[src/rtl/id_ex_latch_if.sv]
// ID/EX stage bundle: ID-side inputs (i_*) and registered EX-side outputs (o_*).
// The master modport is the ID/control side, the slave modport is the latch.
interface id_ex_latch_if #(
    parameter int NB_DATA   = 32,
    parameter int NB_REG    = 5,
    parameter int NB_OPCODE = 6,
    parameter int NB_COUNT  = 16
) ();
    logic                 i_enable;
    logic                 i_flush;

    logic                 i_reg_dest;
    logic [NB_OPCODE-1:0] i_alu_op;
    logic                 i_alu_src;
    logic                 i_mem_read;
    logic                 i_mem_write;
    logic                 i_branch;
    logic                 i_reg_write;
    logic                 i_mem_to_reg;
    logic                 i_byte_en;
    logic                 i_halfword_en;
    logic                 i_word_en;
    logic                 i_jr_jalr;
    logic [NB_DATA-1:0]   i_pc;
    logic [NB_DATA-1:0]   i_data_a;
    logic [NB_DATA-1:0]   i_data_b;
    logic [NB_DATA-1:0]   i_extension;
    logic [NB_REG-1:0]    i_rs;
    logic [NB_REG-1:0]    i_rt;
    logic [NB_REG-1:0]    i_rd;

    logic                 o_reg_dest;
    logic [NB_OPCODE-1:0] o_alu_op;
    logic                 o_alu_src;
    logic                 o_mem_read;
    logic                 o_mem_write;
    logic                 o_branch;
    logic                 o_reg_write;
    logic                 o_mem_to_reg;
    logic                 o_byte_en;
    logic                 o_halfword_en;
    logic                 o_word_en;
    logic                 o_jr_jalr;
    logic [NB_DATA-1:0]   o_pc;
    logic [NB_DATA-1:0]   o_data_a;
    logic [NB_DATA-1:0]   o_data_b;
    logic [NB_DATA-1:0]   o_extension;
    logic [NB_REG-1:0]    o_rs;
    logic [NB_REG-1:0]    o_rt;
    logic [NB_REG-1:0]    o_rd;
    logic                 o_valid;
    logic                 o_stall;
    logic [NB_COUNT-1:0]  o_stall_count;

    modport master (
        output i_enable, i_flush,
        output i_reg_dest, i_alu_op, i_alu_src, i_mem_read, i_mem_write,
        output i_branch, i_reg_write, i_mem_to_reg,
        output i_byte_en, i_halfword_en, i_word_en, i_jr_jalr,
        output i_pc, i_data_a, i_data_b, i_extension, i_rs, i_rt, i_rd,
        input  o_reg_dest, o_alu_op, o_alu_src, o_mem_read, o_mem_write,
        input  o_branch, o_reg_write, o_mem_to_reg,
        input  o_byte_en, o_halfword_en, o_word_en, o_jr_jalr,
        input  o_pc, o_data_a, o_data_b, o_extension, o_rs, o_rt, o_rd,
        input  o_valid, o_stall, o_stall_count
    );

    modport slave (
        input  i_enable, i_flush,
        input  i_reg_dest, i_alu_op, i_alu_src, i_mem_read, i_mem_write,
        input  i_branch, i_reg_write, i_mem_to_reg,
        input  i_byte_en, i_halfword_en, i_word_en, i_jr_jalr,
        input  i_pc, i_data_a, i_data_b, i_extension, i_rs, i_rt, i_rd,
        output o_reg_dest, o_alu_op, o_alu_src, o_mem_read, o_mem_write,
        output o_branch, o_reg_write, o_mem_to_reg,
        output o_byte_en, o_halfword_en, o_word_en, o_jr_jalr,
        output o_pc, o_data_a, o_data_b, o_extension, o_rs, o_rt, o_rd,
        output o_valid, o_stall, o_stall_count
    );
endinterface

[src/rtl/id_ex_latch.sv]
// ID/EX pipeline register with load-use hazard detection, bubble insertion on
// stall or flush, and a saturating count of load-use bubbles for the debug unit.
module id_ex_latch #(
    parameter int NB_DATA   = 32,
    parameter int NB_REG    = 5,
    parameter int NB_OPCODE = 6,
    parameter int NB_COUNT  = 16
) (
    input  logic          i_clock,
    input  logic          i_reset,
    id_ex_latch_if.slave  bus
);

    typedef struct packed {
        logic                 reg_dest;
        logic [NB_OPCODE-1:0] alu_op;
        logic                 alu_src;
        logic                 mem_read;
        logic                 mem_write;
        logic                 branch;
        logic                 reg_write;
        logic                 mem_to_reg;
        logic                 byte_en;
        logic                 halfword_en;
        logic                 word_en;
        logic                 jr_jalr;
        logic [NB_DATA-1:0]   pc;
        logic [NB_DATA-1:0]   data_a;
        logic [NB_DATA-1:0]   data_b;
        logic [NB_DATA-1:0]   extension;
        logic [NB_REG-1:0]    rs;
        logic [NB_REG-1:0]    rt;
        logic [NB_REG-1:0]    rd;
    } stage_t;

    localparam logic [NB_COUNT-1:0] COUNT_ONE = {{(NB_COUNT-1){1'b0}}, 1'b1};
    localparam logic [NB_COUNT-1:0] COUNT_MAX = '1;

    stage_t              id_word;
    stage_t              stage_d;
    stage_t              stage_q;
    logic                valid_d;
    logic                valid_q;
    logic [NB_COUNT-1:0] count_d;
    logic [NB_COUNT-1:0] count_q;
    logic                rt_match;
    logic                stall_w;

    always_comb begin
        id_word             = '0;
        id_word.reg_dest    = bus.i_reg_dest;
        id_word.alu_op      = bus.i_alu_op;
        id_word.alu_src     = bus.i_alu_src;
        id_word.mem_read    = bus.i_mem_read;
        id_word.mem_write   = bus.i_mem_write;
        id_word.branch      = bus.i_branch;
        id_word.reg_write   = bus.i_reg_write;
        id_word.mem_to_reg  = bus.i_mem_to_reg;
        id_word.byte_en     = bus.i_byte_en;
        id_word.halfword_en = bus.i_halfword_en;
        id_word.word_en     = bus.i_word_en;
        id_word.jr_jalr     = bus.i_jr_jalr;
        id_word.pc          = bus.i_pc;
        id_word.data_a      = bus.i_data_a;
        id_word.data_b      = bus.i_data_b;
        id_word.extension   = bus.i_extension;
        id_word.rs          = bus.i_rs;
        id_word.rt          = bus.i_rt;
        id_word.rd          = bus.i_rd;
    end

    // A load in EX whose destination feeds either ID source must wait one cycle;
    // r0 is never a real dependency, and a bubble in EX is never a load.
    assign rt_match = (stage_q.rt == bus.i_rs) | (stage_q.rt == bus.i_rt);
    assign stall_w  = bus.i_enable & valid_q & stage_q.mem_read &
                      (stage_q.rt != '0) & rt_match;

    // Priority: hold when disabled, then flush bubble, then stall bubble, then load.
    always_comb begin
        stage_d = stage_q;
        valid_d = valid_q;
        count_d = count_q;
        if (bus.i_enable) begin
            if (bus.i_flush) begin
                stage_d = '0;
                valid_d = 1'b0;
            end else if (stall_w) begin
                stage_d = '0;
                valid_d = 1'b0;
                if (count_q != COUNT_MAX) begin
                    count_d = count_q + COUNT_ONE;
                end
            end else begin
                stage_d = id_word;
                valid_d = 1'b1;
            end
        end
    end

    always_ff @(posedge i_clock or negedge i_reset) begin
        if (!i_reset) begin
            stage_q <= '0;
            valid_q <= 1'b0;
            count_q <= '0;
        end else begin
            stage_q <= stage_d;
            valid_q <= valid_d;
            count_q <= count_d;
        end
    end

    assign bus.o_reg_dest    = stage_q.reg_dest;
    assign bus.o_alu_op      = stage_q.alu_op;
    assign bus.o_alu_src     = stage_q.alu_src;
    assign bus.o_mem_read    = stage_q.mem_read;
    assign bus.o_mem_write   = stage_q.mem_write;
    assign bus.o_branch      = stage_q.branch;
    assign bus.o_reg_write   = stage_q.reg_write;
    assign bus.o_mem_to_reg  = stage_q.mem_to_reg;
    assign bus.o_byte_en     = stage_q.byte_en;
    assign bus.o_halfword_en = stage_q.halfword_en;
    assign bus.o_word_en     = stage_q.word_en;
    assign bus.o_jr_jalr     = stage_q.jr_jalr;
    assign bus.o_pc          = stage_q.pc;
    assign bus.o_data_a      = stage_q.data_a;
    assign bus.o_data_b      = stage_q.data_b;
    assign bus.o_extension   = stage_q.extension;
    assign bus.o_rs          = stage_q.rs;
    assign bus.o_rt          = stage_q.rt;
    assign bus.o_rd          = stage_q.rd;
    assign bus.o_valid       = valid_q;
    assign bus.o_stall       = stall_w;
    assign bus.o_stall_count = count_q;

endmodule

[src/flat_wrapper.sv]
// flat-port wrapper written by rule: the top's interface ports become plain ports
module id_ex_latch_flat 
#(
    parameter int NB_DATA   = 32,
    parameter int NB_REG    = 5,
    parameter int NB_OPCODE = 6,
    parameter int NB_COUNT  = 16
)
  (i_clock, i_reset, bus_i_enable, bus_i_flush, bus_i_reg_dest, bus_i_alu_op, bus_i_alu_src, bus_i_mem_read, bus_i_mem_write, bus_i_branch, bus_i_reg_write, bus_i_mem_to_reg, bus_i_byte_en, bus_i_halfword_en, bus_i_word_en, bus_i_jr_jalr, bus_i_pc, bus_i_data_a, bus_i_data_b, bus_i_extension, bus_i_rs, bus_i_rt, bus_i_rd, bus_o_reg_dest, bus_o_alu_op, bus_o_alu_src, bus_o_mem_read, bus_o_mem_write, bus_o_branch, bus_o_reg_write, bus_o_mem_to_reg, bus_o_byte_en, bus_o_halfword_en, bus_o_word_en, bus_o_jr_jalr, bus_o_pc, bus_o_data_a, bus_o_data_b, bus_o_extension, bus_o_rs, bus_o_rt, bus_o_rd, bus_o_valid, bus_o_stall, bus_o_stall_count);
  id_ex_latch_if #(.NB_DATA(NB_DATA), .NB_REG(NB_REG), .NB_OPCODE(NB_OPCODE), .NB_COUNT(NB_COUNT)) bus_i ();
  input  logic i_clock;
  input  logic i_reset;
  input wire logic [$bits(bus_i.i_enable)-1:0] bus_i_enable;
  input wire logic [$bits(bus_i.i_flush)-1:0] bus_i_flush;
  input wire logic [$bits(bus_i.i_reg_dest)-1:0] bus_i_reg_dest;
  input wire logic [$bits(bus_i.i_alu_op)-1:0] bus_i_alu_op;
  input wire logic [$bits(bus_i.i_alu_src)-1:0] bus_i_alu_src;
  input wire logic [$bits(bus_i.i_mem_read)-1:0] bus_i_mem_read;
  input wire logic [$bits(bus_i.i_mem_write)-1:0] bus_i_mem_write;
  input wire logic [$bits(bus_i.i_branch)-1:0] bus_i_branch;
  input wire logic [$bits(bus_i.i_reg_write)-1:0] bus_i_reg_write;
  input wire logic [$bits(bus_i.i_mem_to_reg)-1:0] bus_i_mem_to_reg;
  input wire logic [$bits(bus_i.i_byte_en)-1:0] bus_i_byte_en;
  input wire logic [$bits(bus_i.i_halfword_en)-1:0] bus_i_halfword_en;
  input wire logic [$bits(bus_i.i_word_en)-1:0] bus_i_word_en;
  input wire logic [$bits(bus_i.i_jr_jalr)-1:0] bus_i_jr_jalr;
  input wire logic [$bits(bus_i.i_pc)-1:0] bus_i_pc;
  input wire logic [$bits(bus_i.i_data_a)-1:0] bus_i_data_a;
  input wire logic [$bits(bus_i.i_data_b)-1:0] bus_i_data_b;
  input wire logic [$bits(bus_i.i_extension)-1:0] bus_i_extension;
  input wire logic [$bits(bus_i.i_rs)-1:0] bus_i_rs;
  input wire logic [$bits(bus_i.i_rt)-1:0] bus_i_rt;
  input wire logic [$bits(bus_i.i_rd)-1:0] bus_i_rd;
  output wire logic [$bits(bus_i.o_reg_dest)-1:0] bus_o_reg_dest;
  output wire logic [$bits(bus_i.o_alu_op)-1:0] bus_o_alu_op;
  output wire logic [$bits(bus_i.o_alu_src)-1:0] bus_o_alu_src;
  output wire logic [$bits(bus_i.o_mem_read)-1:0] bus_o_mem_read;
  output wire logic [$bits(bus_i.o_mem_write)-1:0] bus_o_mem_write;
  output wire logic [$bits(bus_i.o_branch)-1:0] bus_o_branch;
  output wire logic [$bits(bus_i.o_reg_write)-1:0] bus_o_reg_write;
  output wire logic [$bits(bus_i.o_mem_to_reg)-1:0] bus_o_mem_to_reg;
  output wire logic [$bits(bus_i.o_byte_en)-1:0] bus_o_byte_en;
  output wire logic [$bits(bus_i.o_halfword_en)-1:0] bus_o_halfword_en;
  output wire logic [$bits(bus_i.o_word_en)-1:0] bus_o_word_en;
  output wire logic [$bits(bus_i.o_jr_jalr)-1:0] bus_o_jr_jalr;
  output wire logic [$bits(bus_i.o_pc)-1:0] bus_o_pc;
  output wire logic [$bits(bus_i.o_data_a)-1:0] bus_o_data_a;
  output wire logic [$bits(bus_i.o_data_b)-1:0] bus_o_data_b;
  output wire logic [$bits(bus_i.o_extension)-1:0] bus_o_extension;
  output wire logic [$bits(bus_i.o_rs)-1:0] bus_o_rs;
  output wire logic [$bits(bus_i.o_rt)-1:0] bus_o_rt;
  output wire logic [$bits(bus_i.o_rd)-1:0] bus_o_rd;
  output wire logic [$bits(bus_i.o_valid)-1:0] bus_o_valid;
  output wire logic [$bits(bus_i.o_stall)-1:0] bus_o_stall;
  output wire logic [$bits(bus_i.o_stall_count)-1:0] bus_o_stall_count;
  assign bus_i.i_enable = bus_i_enable;
  assign bus_i.i_flush = bus_i_flush;
  assign bus_i.i_reg_dest = bus_i_reg_dest;
  assign bus_i.i_alu_op = bus_i_alu_op;
  assign bus_i.i_alu_src = bus_i_alu_src;
  assign bus_i.i_mem_read = bus_i_mem_read;
  assign bus_i.i_mem_write = bus_i_mem_write;
  assign bus_i.i_branch = bus_i_branch;
  assign bus_i.i_reg_write = bus_i_reg_write;
  assign bus_i.i_mem_to_reg = bus_i_mem_to_reg;
  assign bus_i.i_byte_en = bus_i_byte_en;
  assign bus_i.i_halfword_en = bus_i_halfword_en;
  assign bus_i.i_word_en = bus_i_word_en;
  assign bus_i.i_jr_jalr = bus_i_jr_jalr;
  assign bus_i.i_pc = bus_i_pc;
  assign bus_i.i_data_a = bus_i_data_a;
  assign bus_i.i_data_b = bus_i_data_b;
  assign bus_i.i_extension = bus_i_extension;
  assign bus_i.i_rs = bus_i_rs;
  assign bus_i.i_rt = bus_i_rt;
  assign bus_i.i_rd = bus_i_rd;
  assign bus_o_reg_dest = bus_i.o_reg_dest;
  assign bus_o_alu_op = bus_i.o_alu_op;
  assign bus_o_alu_src = bus_i.o_alu_src;
  assign bus_o_mem_read = bus_i.o_mem_read;
  assign bus_o_mem_write = bus_i.o_mem_write;
  assign bus_o_branch = bus_i.o_branch;
  assign bus_o_reg_write = bus_i.o_reg_write;
  assign bus_o_mem_to_reg = bus_i.o_mem_to_reg;
  assign bus_o_byte_en = bus_i.o_byte_en;
  assign bus_o_halfword_en = bus_i.o_halfword_en;
  assign bus_o_word_en = bus_i.o_word_en;
  assign bus_o_jr_jalr = bus_i.o_jr_jalr;
  assign bus_o_pc = bus_i.o_pc;
  assign bus_o_data_a = bus_i.o_data_a;
  assign bus_o_data_b = bus_i.o_data_b;
  assign bus_o_extension = bus_i.o_extension;
  assign bus_o_rs = bus_i.o_rs;
  assign bus_o_rt = bus_i.o_rt;
  assign bus_o_rd = bus_i.o_rd;
  assign bus_o_valid = bus_i.o_valid;
  assign bus_o_stall = bus_i.o_stall;
  assign bus_o_stall_count = bus_i.o_stall_count;
  id_ex_latch #(.NB_DATA(NB_DATA), .NB_REG(NB_REG), .NB_OPCODE(NB_OPCODE), .NB_COUNT(NB_COUNT)) u_core (.i_clock(i_clock), .i_reset(i_reset), .bus(bus_i));
endmodule
[config.mk]
export PLATFORM = sky130hd
export DESIGN_NAME = id_ex_latch_flat
export DESIGN_NICKNAME = d
export VERILOG_FILES = /design/src/rtl/id_ex_latch_if.sv /design/src/rtl/id_ex_latch.sv /design/src/flat_wrapper.sv
export SDC_FILE = /design/constraint.sdc
export NUM_CORES = 1
export LEC_CHECK = 0
export CAP_MARGIN = 25
export CORE_AREA = 2 2 132 134
export DETAILED_ROUTE_END_ITERATION = 10
export DIE_AREA = 0 0 134 136
export DONT_BUFFER_PORTS = 1
export MAX_ROUTING_LAYER = met4
export PLACE_DENSITY = 0.54
export SLEW_MARGIN = 20
export SYNTH_ARGS = -nofsm -noshare
export SYNTH_HDL_FRONTEND = slang
export SYNTH_SLANG_ARGS = --single-unit
[constraint.sdc]
create_clock -name i_clock -period 4.5 [get_ports i_clock]
set_input_delay 0.675 -clock i_clock [delete_from_list [all_inputs] [get_ports i_clock]]
set_output_delay 0.675 -clock i_clock [all_outputs]
set_load 0.01 [all_outputs]
==> qor.csv, run 1 <==
metric,value,unit
status,"complete, but fails checks",
violations,hold timing,
clkLatencyLatePin,420,ps
path_buf_inv,1,
grt.total_usage,0.1817,
grt_pass1_vias,4097,
start_kind,flop,
fmax,0.3768,GHz
wl_met3,1526,um
yosysTopAreaCellShare,0.6748,
leakage,3.424,nW
ant_nets,0,
wl_per_cell,24.81,um
worstPathArrival,1980,ps
place.gp.congestion,0.7549,
drv_slew,0,
syn_to_final_growth,11.89,%
synth_fp_nets,617,
hold_class,in2async,
reg2reg_depth,6,
vias,3988,
cts_root_buf,clkbuf_16,
wl_met2,8467,um
post-route-min-period,2654,ps
ir_drop,0.0002413,V
fin_crit_sh,0.5897,
cp_top_family,simple AND/OR/NAND/NOR gates,
whs,-56.81,ps
rsz0062_at_grt,false,
p_total,0.003573,W
dieHeight,136,um
port_buffers,0,
ios,342,
ys_top_cells_by_area,"dfrtp_1, a22o_1, xnor2_1",
hold_viol_final,62,
drtPass1Iterations,4,
path_clk_slew,70,ps
syn_inst,452,
tightestPinTransition,1016,ps
p_per_area,486.5,mW/mm^2
grt_pass1_wl,24610,um
wirelength,16850,um
drv_cap,0,
crit_required,3830,ps
clkSinkCount,177,
avgSynthCellArea,14.52,sq um
final.fill_count,1536,
wl_met1,6501,um
antenna_found_initial,1,
crit_fanout,5,
drive_above_1_share,0.09051,
path_cells,or4_1 > o211ai_2 > inv_2 > and3_1,
end_kind,output pin,
cts_buffers,17,
cp_slowest_stage_delay,560,ps
core_area,0.01688,sq mm
grt_start_max_net_pins,178,
synth_warnings,0,
hpwlAfterDp,11540,um
ys_types,27,
fp.dieW,134,um
synth_top_area_cell,dfrtp_1,
cts-htree-levels,4,
synth.cell_area,0.006564,sq mm
setup_violations,0,
crit_type,reg2out,
drtIter0Drc,246,
grt_overflow,0,
cts_tree,built,
crit_cells,4,
ys_seq_elements,177,
nets,606,
drc,0,
fin_skew,8.568,ps
tns,0,ps
dr.max_layer_used,met4,
cts_setup_buffers,0,
vias_per_cell,5.873,
start_util,0.3889,
cp_slowest_cell,or4_1,
num_rows,48,
seq_area_frac_synth,0.6748,
dieArea,0.01822,sq mm
slew_headroom,0.3229,
post_cts_resized,0,
cts_buffer_depth,2,
## power by group
part	switching (W)	internal, W	leakage [nW]
Combinational	0.0000863	0.000103	0.817
Sequential	0.000157	0.00170	2.32
Clock	0.000638	0.000884	0.287
## layout make-up
type                    instances  area [sq um]  area share
clock inverters                13         175.2     0.02385
well taps                     225         281.5     0.03833
clock buffers                  18         429.2     0.05843
inverters                       2         10.01    0.001363
repair buffers                  6         65.06    0.008859
multi-input cells             237          1952      0.2658
flip-flops and latches        177          4429      0.6031
diodes                          1         2.502   0.0003407
## final timing paths
path	end	from	slack, ps
worst max-delay path	bus_o_stall	u_core.bus.o_rt[2]	1850
worst min-delay path	u_core.bus.o_stall_count[10]	i_reset	-60
worst max register to register	u_core.bus.o_data_b[18]	u_core.bus.o_rt[2]	1860
worst min register to register	u_core.bus.o_stall_count[12]	u_core.bus.o_stall_count[12]	560
max in group asynchronous	u_core.bus.o_word_en	i_reset	4140
min in group i_clock	u_core.bus.o_data_a[24]	bus_i_data_a[24]	380
## cells in the mapped netlist (all sizes together)
cell	count
nand2	5
nand3	13
mux2	1
a22o	160
dfrtp	177
nand4b	2
inv	2
a21o	1
o211ai	1
clkbuf	18
or4	1
a21oi	1
and2	1
o22ai	1
nand4	6
and3	8
nand2b	1
nor2	2
nor2b	1
buf	18
nor3b	1
and4	2
ha	1
nor3	2
a211oi	1
xnor2	25
## kinds of logic after synthesis
group	after synthesis	synth area share
DFF	177	0.6748
muxes	1	0.001715
adders and majority gates	1	0.001906
xor gates and xnor gates	25	0.03336
AOI/OAI and AO/OA	165	0.2200
buffers and inverters	38	0.02897
and+or+nand+nor	45	0.03927
## cells in the final DEF (no fill, tap or decap), types with 2 or more instances in the layout
| master | n |
|---|---|
| nand2_1 | 5 |
| xnor2_1 | 25 |
| clkinvlp_4 | 3 |
| nand3_1 | 13 |
| inv_6 | 3 |
| dfrtp_1 | 177 |
| inv_8 | 2 |
| bufinv_16 | 3 |
| nor2_1 | 2 |
| and3_1 | 8 |
| nand4b_1 | 2 |
| and4_1 | 2 |
| nor3_1 | 2 |
| clkbuf_16 | 17 |
| nand4_1 | 6 |
| buf_4 | 5 |
| a22o_1 | 160 |
## stage by stage
| step | instances | utilization | instance area (sq um) | setup slack, ps |
|---|---|---|---|---|
| 2_1_floorplan | 452 | - | 6564 | 2000 |
| 3_3_place_gp | 646 | 0.3976 | 6710 | 1977 |
| 3_5_place_dp | 647 | 0.3992 | 6738 | 1919 |
| 4_1_cts | 678 | 0.4351 | 7342 | 1826 |
| 5_1_grt | 679 | 0.4352 | 7345 | 1737 |
| 6_report | 679 | 0.4352 | 7345 | 1846 |
## per-layer routing
layer / global-route usage / vias to the layer above
li1: - / 1706
met4: 0.07388 / 0
met1: 0.2123 / 2045
met2: 0.2877 / 211
met5: - / -
met3: 0.06413 / 26
Power figures use the tool's default switching activity.
==> run 2: changes to the inputs <==
- CORE_AREA: 2 2 132 134 -> 2 2 134 136
- DIE_AREA: 0 0 134 136 -> 0 0 136 138
- PLACE_DENSITY: 0.54 -> 0.53
- clock period: 4.5 -> 2.6 ns (I/O delays scaled with it)
==> run 2 against run 1 <==
  * The flow still finishes with violations (hold timing)
  * Critical path depth is the same
  * Design area shrank 0.44%
  * Combinational power grew 74%
  * Clock power grew 59%
  * Clock skew grew 1.3 ps
  * Routed wire length shrank 3.5%
  * Via count shrank 2.0%
  * Total power grew 67%
==> qor.csv, run 2 (synthesis results as in run 1) <==
metric,value,unit
start_kind,flop,
regArea,0.004429,sq mm
cp_slowest_stage_delay,560,ps
cp_slowest_cell,or4_1,
nets,606,
port_buffers,0,
ios,342,
fp.dieW,136,um
fin_crit_sh,0.9061,
crit_fanout,5,
grt_start_max_net_pins,178,
cts_buffer_depth,2,
dieArea,0.01877,sq mm
place.gp.congestion,0.8315,
r2r_slack,390,ps
leakage,3.403,nW
pre_cts_ws,400.8,ps
clkSinkCount,177,
p_total,0.005960,W
antenna_found_initial,0,
tns,0,ps
r2r_end,u_core.bus.o_extension[13],
grt.total_usage,0.1742,
status,"complete, but fails checks",
crit_type,reg2out,
mostFrequentLayoutCells,"dfrtp_1, a22o_1, xnor2_1",
setup_violations,0,
cts-htree-levels,4,
drv_cap,0,
cts_root_buf,clkbuf_16,
worstPathArrival,1970,ps
rsz0062_at_grt,false,
crit_required,2210,ps
drtIter0Drc,183,
fmax,0.4245,GHz
grt_pass1_wl,24540,um
p_per_area,815.1,mW/mm^2
dieHeight,138,um
hold_class,in2async,
drive_above_1_share,0.09091,
cts_tree,built,
multi_input_area,0.001958,sq mm
whs,-330.8,ps
grt_overflow,0,
vias,3910,
final_core_util,0.4170,
num_rows,49,
setup_ws,244.2,ps
wl_per_cell,23.89,um
end_kind,output pin,
r2r_start,u_core.bus.o_rt[2],
hold_viol_final,177,
clkLatencyLatePin,420,ps
post-route-min-period,2356,ps
slew_headroom,0.7083,
antennaDiodeCount,0,
fin_skew,9.875,ps
core_area,0.01753,sq mm
layout_commonest_cell,dfrtp_1,
reg2reg_depth,6,
path_clk_slew,60,ps
violations,hold timing,
vias_per_cell,5.750,
tightestPinTransition,437.5,ps
start_util,0.3743,
final.fill_count,1626,
syn_to_final_growth,11.40,%
drc,0,
cts_buffers,17,
wirelength,16250,um
drtPass1Iterations,4,
drv_slew,0,
ir_drop,0.0004518,V
hpwlAfterDp,11100,um
ant_nets,0,
grt_pass1_vias,4052,
path_cells,or4_1 > o211ai_2 > inv_2 > and3_1,
==> run 2: cell count changes in the layout (fill, tap and decap cells not counted), moves of 2 or more <==
| cell | delta |
|---|---|
| buf_12 | +3 |
| inv_8 | -2 |
| buf_4 | -2 |
| bufinv_16 | -2 |
==> run 2: what timing repair did <==
action | in CTS | in global routing
setup endpoints to repair | 0 | 1
resized for setup | 0 | 1
setup buffers | 0 | 0
hold endpoints to repair | 177 | 177
==> run 2: area by class of cell <==
class | count | area share
clock inverters | 11 | 0.01454
multi-input cells | 237 | 0.2678
flip-flops and latches | 177 | 0.6057
repair buffers | 6 | 0.01129
clock buffers | 18 | 0.06006
well taps | 229 | 0.03919
inverters | 2 | 0.001369
==> run 2: how the worst max path moves through the flow <==
| stage | from | to | slack (ps) | cells after the start |
|---|---|---|---|---|
| 2_1_floorplan | u_core.bus.o_stall_count[0] | u_core.bus.o_stall_count[9] | 440 | 7 |
| 3_3_place_gp | u_core.bus.o_rt[2] | u_core.bus.o_extension[15] | 440 | 6 |
| 3_5_place_dp | u_core.bus.o_rt[2] | u_core.bus.o_data_b[27] | 400 | 6 |
| 4_1_cts | u_core.bus.o_rt[4] | bus_o_stall | 30 | 4 |
| 5_1_grt | u_core.bus.o_rt[4] | bus_o_stall | 120 | 4 |
| 6_report | u_core.bus.o_rt[2] | bus_o_stall | 240 | 4 |
==> run 2: critical path, delay by kind of cell (launching register included) <==
family	cells	cell delay, ps
buffers and inverters	1	80
flip-flops	1	490
AO/OA/AOI/OAI	1	200
AND/OR/NAND/NOR	2	790
==> run 2: power by group <==
part / switching, W / total [W] / internal, W
clock network: 0.00107 / 0.00241 / 0.00134
registers: 0.000273 / 0.00322 / 0.00295
logic: 0.000148 / 0.000329 / 0.000181
total: 0.00149 / 0.00596 / 0.00447
==> run 2: routing by layer <==
layer	global-route usage	up-vias	wire [um]	share of wire
met4	0.06140	0	299	0.018
met5	-	-	0	0
li1	-	1705	-	-
met2	0.2677	188	8020	0.49
met3	0.05281	21	1267	0.078
met1	0.2184	1996	6660	0.41
==> run 2: per-stage QoR <==
stage               cell area (sq um)  instances
finish                           7312        680
global route                     7312        680
CTS                              7306        680
detailed placement               6760        651
global placement                 6760        651
floorplan                        6564        452
==> run 3: changes to the inputs <==
- CTS_BUF_LIST: default -> sky130_fd_sc_hd__clkbuf_4 sky130_fd_sc_hd__clkbuf_8 sky130_fd_sc_hd__clkbuf_16
==> results of run 3 <==
Same layout as run 2: the final DEF is identical, and so are final timing and power.
==> variant 1: new RTL, config.mk and constraints of run 1 <==
`NB_REG` is set to 5 in 3 places; all go to 4.
--- a/src/rtl/id_ex_latch_if.sv
+++ b/src/rtl/id_ex_latch_if.sv
@@ -3,5 +3,5 @@
 interface id_ex_latch_if #(
     parameter int NB_DATA   = 32,
-    parameter int NB_REG    = 5,
+    parameter int NB_REG    = 4,
     parameter int NB_OPCODE = 6,
     parameter int NB_COUNT  = 16
--- a/src/rtl/id_ex_latch.sv
+++ b/src/rtl/id_ex_latch.sv
@@ -3,5 +3,5 @@
 module id_ex_latch #(
     parameter int NB_DATA   = 32,
-    parameter int NB_REG    = 5,
+    parameter int NB_REG    = 4,
     parameter int NB_OPCODE = 6,
     parameter int NB_COUNT  = 16
--- a/src/flat_wrapper.sv
+++ b/src/flat_wrapper.sv
@@ -3,5 +3,5 @@
 #(
     parameter int NB_DATA   = 32,
-    parameter int NB_REG    = 5,
+    parameter int NB_REG    = 4,
     parameter int NB_OPCODE = 6,
     parameter int NB_COUNT  = 16
Ports: changed (6 resized); port bits go from 342 to 336. No check against the original RTL was run, so the function may have changed too.
==> variant 1 against run 1 <==
- the run still ends with negative hold slack left
- non-clock buffer count shrank 3
- worst setup slack worse by 0.25 ns
- utilization fell by 1.2 points
- first-iteration DRC count is 30% lower
- routed wire length fell by 5.7%
- via count fell by 4.5%
- cell area down 2.8%
- fmax shrank 8.5%
- total power decreased by 4.7%
- area after synthesis shrank 1.1%
- combinational power fell by 9.5%
- sequential cell count decreased by 3
- final cell count decreased by 2.2%
- critical path type is now register to register
- largest power group unchanged
==> variant 1: results (changes against run 1) <==
stage,metric,value,unit,change
status,status,finished with violations,,
status,violations,negative hold slack,,
route,routed_wl,15900,µm,-5.7%
layout,final_cells,664,,-2.2%
route,drt_iter0_markers,172,,-30%
worst_setup_path,critPathMaxStageDelay,0.70,ns,+0.14 ns
timing,finalHoldViolCount,93,,+50%
clock_network,clk_latency,0.42,ns,about the same
clock_network,cts_buffer_depth,2,,unchanged
timing,whs,-0.0511,ns,+0.00573 ns
timing,tightest_slew,0.677,ns,-0.339 ns
global_routing,grt_pass1_vias,4024,,-1.8%
power_and_ir_drop,p_sw_frac,0.240,,-0.00675
logic_synthesis,ys_async_sr_fraction,1.00,,unchanged
logic_synthesis,avgSynthCellArea,14.7,µm²,+1.1%
placement,port_buffers,0,,unchanged
timing,final.setup_skew,0.0115,ns,+0.00289 ns
layout,n_fill_cell,1561,,+1.6%
logic_synthesis,synth-seq-area-share,0.671,,-0.00402
worst_setup_path,timing.rr.end,u_core.bus.o_pc[14],,
clock_network,clkTransAtPathRegs,0.07,ns,about the same
global_routing,grt_max_degree,175,,-1.7%
logic_synthesis,synth_commonest_cells,"dfrtp_1, a22o_1, xor2_1",,
worst_setup_path,ff2ff_path_depth,6,,unchanged
placement,dp_cells,634,,-2.0%
power_and_ir_drop,worst_ir_drop_vdd,0.000255,V,+5.8%
global_routing,grt_pass1_wl,23500,µm,-4.3%
worst_setup_path,worstPathArrival,3.25,ns,+1.27 ns
logic_synthesis,synth_cell_type_count,28,,+3.7%
route,first_pass_iters,6,,+2
clock_network,post_cts.repair.setup_buffers,0,,unchanged
global_routing,grt_usage,0.176,,-0.00605
clock_network,cts_htree_levels,4,,unchanged
worst_setup_path,ff2ff_setup_slack,1.60,ns,-0.26 ns
worst_hold_path,hp-class,input pin to async pin,,
worst_setup_path,cpMaxStageDelayCell,and2_4,,
global_routing,antenna_found_initial,0,,-1
layout,drive_gt1_frac,0.0843,,-0.00623
worst_setup_path,crit_path_max_fanout,96,,+91
logic_synthesis,ys_warn_count,0,,unchanged
clock_network,cts_resized,0,,unchanged
layout,n_antenna_cell,0,,-1
clock_network,cts_root_buf,clkbuf_16,,
placement,gp_congestion,0.780,,+3.4%
route,via_per_inst,5.73,,-2.4%
clock_network,cts_buffers,17,,unchanged
timing,max_freq,345,MHz,-8.5%
power_and_ir_drop,p_leak,0.00344,µW,+0.53%
logic_synthesis,synth_area_leaders,"dfrtp_1, a22o_1, xor2_1",,
logic_synthesis,synth_fp_nets,604,,-2.1%
layout,nNetsFinal,590,,-2.6%
placement,place_hpwl,11000,µm,-4.6%
worst_setup_path,critPathTopFamily,simple AND/OR/NAND/NOR gates,,
worst_setup_path,r2r_start,u_core.bus.o_rt[2],,
## variant 1: cell families after synthesis
logic type               after synthesis  share of synthesized area
XOR/XNOR                              23                     0.0310
buffers and inverters                 39                     0.0389
flip-flops                           174                      0.671
AO/OA/AOI/OAI                        159                      0.214
AND/OR/NAND/NOR                       45                     0.0413
multiplexers                           1                    0.00173
adder cells (fa/ha/maj)                1                    0.00193
## variant 1: worst max-delay path by stage
stage	start	to	slack, ns	cells after the start
floorplan	bus_i_rt[1]	bus_o_stall	2.24	5
global placement	bus_i_rs[3]	u_core.bus.o_pc[12]	1.64	6
detailed placement	bus_i_rs[2]	u_core.bus.o_pc[14]	1.56	6
CTS	u_core.bus.o_rt[2]	u_core.bus.o_data_a[19]	1.62	6
global route	u_core.bus.o_rt[2]	u_core.bus.o_pc[2]	1.43	6
finish	u_core.bus.o_rt[2]	u_core.bus.o_pc[14]	1.60	6
## variant 1: metrics by stage
step | hold slack (ns) | cell area [µm²] | total power, µW
final | -0.0511 | 7140 | 3400
after global routing | -0.0815 | 7140 | 3540
after CTS | -0.0722 | 7140 | 3450
after detailed placement | 0.383 | 6570 | 2030
after global placement | 0.384 | 6570 | 2020
after floorplan | 0.379 | 6490 | 1980
## variant 1: layout make-up
type / count / area (µm²) / area share
timing repair buffer: 3 / 35.0 / 0.00491
clock inverter: 8 / 82.6 / 0.0116
tap: 225 / 282 / 0.0394
inverter: 3 / 13.8 / 0.00193
sequential: 174 / 4350 / 0.610
clock buffer: 22 / 484 / 0.0678
multi-input combinational: 229 / 1890 / 0.264
## variant 1: power by group through the flow
stage	combinational (µW)	sequential, µW	clock (µW)
after floorplan	158	1820	0
after global placement	162	1860	0
after detailed placement	173	1850	0
after CTS	174	1830	1440
after global routing	190	1840	1520
final	171	1830	1410
## variant 1: per-layer routing
layer | vias to the layer above | track usage | share of wire
met4 | 0 | 0.0751 | 0.025
met2 | 220 | 0.278 | 0.49
met3 | 24 | 0.0779 | 0.12
li1 | 1653 | - | -
met1 | 1911 | 0.193 | 0.37
met5 | - | - | 0
==> variant 2: new RTL, settings of run 1 <==
Made on the original files. Reset style: synchronous (`i_reset`), changed in one clocked block.
--- a/src/rtl/id_ex_latch.sv
+++ b/src/rtl/id_ex_latch.sv
@@ -98,5 +98,5 @@
     end
 
-    always_ff @(posedge i_clock or negedge i_reset) begin
+    always_ff @(posedge i_clock) begin
         if (!i_reset) begin
             stage_q <= '0;
Behaviour: differs if i_reset is asserted again (counterexample within 4 cycles, from zero or initial values and one cycle with i_reset low); with i_reset held inactive, the same outputs for 4 cycles.
==> variant 2 against run 1 <==
- total power shrank 9.5%
- worst setup slack worse by 0.44 ns
- area after synthesis decreased by 10%
- sequential cell count did not move
- clock power decreased by 7%
- clock skew grew 0.0020 ns
- cell area fell by 11%
- final cell count grew 3.8%
- routed wire length is 13% lower
- critical path depth up 4
- fmax decreased by 14%
- count of clock-buffer cells in the layout did not move
- first-iteration DRC count shrank 23%
- highest routed layer unchanged
==> variant 2: results (changes against run 1) <==
stage,metric,value,unit,change
clock_network,cts_buffer_depth,2,,unchanged
logic_synthesis,synth_fp_nets,649,,+5.2%
worst_setup_path,worstPathArrival,3.46,ns,+1.48 ns
clock_network,cts_htree_levels,4,,unchanged
worst_setup_path,cpMaxStageDelayCell,buf_4,,
clock_network,cts_root_buf,clkbuf_16,,
logic_synthesis,ys_async_sr_fraction,0,,-1.00
logic_synthesis,synth_area_leaders,"dfxtp_1, a22o_1, buf_6",,
worst_setup_path,critPathMaxStageDelay,0.58,ns,+0.02 ns
worst_hold_path,hp-class,input pin to register,,
placement,gp_congestion,0.758,,+0.44%
logic_synthesis,synth_commonest_cells,"dfxtp_1, a22o_1, clkbuf_1",,
clock_network,clk_latency,0.43,ns,
power_and_ir_drop,worst_ir_drop_vdd,0.000237,V,-2.0%
layout,nNetsFinal,632,,+4.3%
placement,place_hpwl,10300,µm,-11%
worst_setup_path,crit_path_max_fanout,76,,+71
layout,n_antenna_cell,0,,-1
global_routing,grt_pass1_wl,20900,µm,-15%
power_and_ir_drop,p_leak,0.00247,µW,-28%
global_routing,antenna_found_initial,0,,-1
power_and_ir_drop,internal_power,2430,µW,-9.7%
status,status,"complete, no violations",,
logic_synthesis,synth-seq-area-share,0.603,,-0.0717
global_routing,grt_usage,0.153,,-0.0291
worst_hold_path,hold_depth,1,,
timing,final.setup_skew,0.0105,ns,+0.00196 ns
logic_synthesis,synth_cell_type_count,33,,+22%
worst_setup_path,ff2ff_path_depth,8,,+2
global_routing,grt_max_degree,100,,-44%
global_routing,grt_pass1_vias,3667,,-10%
route,via_count,3927,,-1.5%
route,drt_iter0_markers,189,,-23%
route,routed_wl,14600,µm,-13%
route,first_pass_iters,4,,unchanged
timing,relSlewSlack,0.497,,+0.174
clock_network,cts_resized,0,,unchanged
layout,drive_gt1_frac,0.0875,,-0.00301
variant 2: worst max-delay path, delay by kind of cell (launching register included):
kind / cells / cell delay [ns]
flip-flops: 1 / 0.53
buffers and inverters: 3 / 1.20
XOR/XNOR: 1 / 0.24
AO/OA/AOI/OAI: 3 / 0.87
AND/OR/NAND/NOR: 1 / 0.09
variant 2: cell type report:
class / instances / area, µm²
Timing Repair Buffer: 6 / 65.1
Fill cell: 1622 / 10300
Tap cell: 225 / 282
Multi-Input combinational cell: 263 / 2090
Clock inverter: 14 / 131
Inverter: 2 / 7.51
Clock buffer: 18 / 439
Sequential cell: 177 / 3540
variant 2: power groups by stage:
stage	registers [µW]	clock network [µW]	logic, µW
6_report	1700	1420	117
5_1_grt	1700	1520	130
4_1_cts	1700	1460	117
3_5_place_dp	1730	0	117
3_3_place_gp	1730	0	111
2_1_floorplan	1720	0	107
variant 2: kinds of logic after synthesis:
| group | synth area share |
|---|---|
| buf+inv | 0.0449 |
| xor+xnor | 0.0149 |
| flops | 0.603 |
| fa+ha+maj | 0.00213 |
| mux | 0.00511 |
| compound gates | 0.272 |
| simple gates | 0.0577 |
variant 2: path summary, 6_finish.rpt:
| kind | from | to | slack [ns] |
|---|---|---|---|
| max reg2reg | u_core.bus.o_rt[1] | u_core.bus.o_alu_op[3] | 1.40 |
| max | u_core.bus.o_rt[1] | u_core.bus.o_alu_op[3] | 1.40 |
| min reg2reg | u_core.bus.o_extension[17] | u_core.bus.o_extension[17] | 0.55 |
| min | i_reset | u_core.bus.o_stall_count[15] | 0.37 |
variant 2: stage by stage:
step / worst slack [ns] / cells / instance area, µm² / util / power (µW)
after floorplan: 2.05 / 484 / 5880 / - / 1820
after global placement: 1.17 / 672 / 5960 / 0.353 / 1840
after detailed placement: 1.06 / 672 / 5960 / 0.353 / 1850
after CTS: 1.17 / 704 / 6530 / 0.387 / 3270
after global routing: 1.20 / 705 / 6560 / 0.388 / 3350
final: 1.40 / 705 / 6560 / 0.388 / 3230
variant 2: routing by layer:
layer | track usage | part of all wire | vias to the layer above
met3 | 0.0515 | 0.081 | 24
met4 | 0.0703 | 0.022 | 0
met1 | 0.183 | 0.42 | 1857
li1 | - | - | 1842
met5 | - | 0 | -
met2 | 0.233 | 0.48 | 204
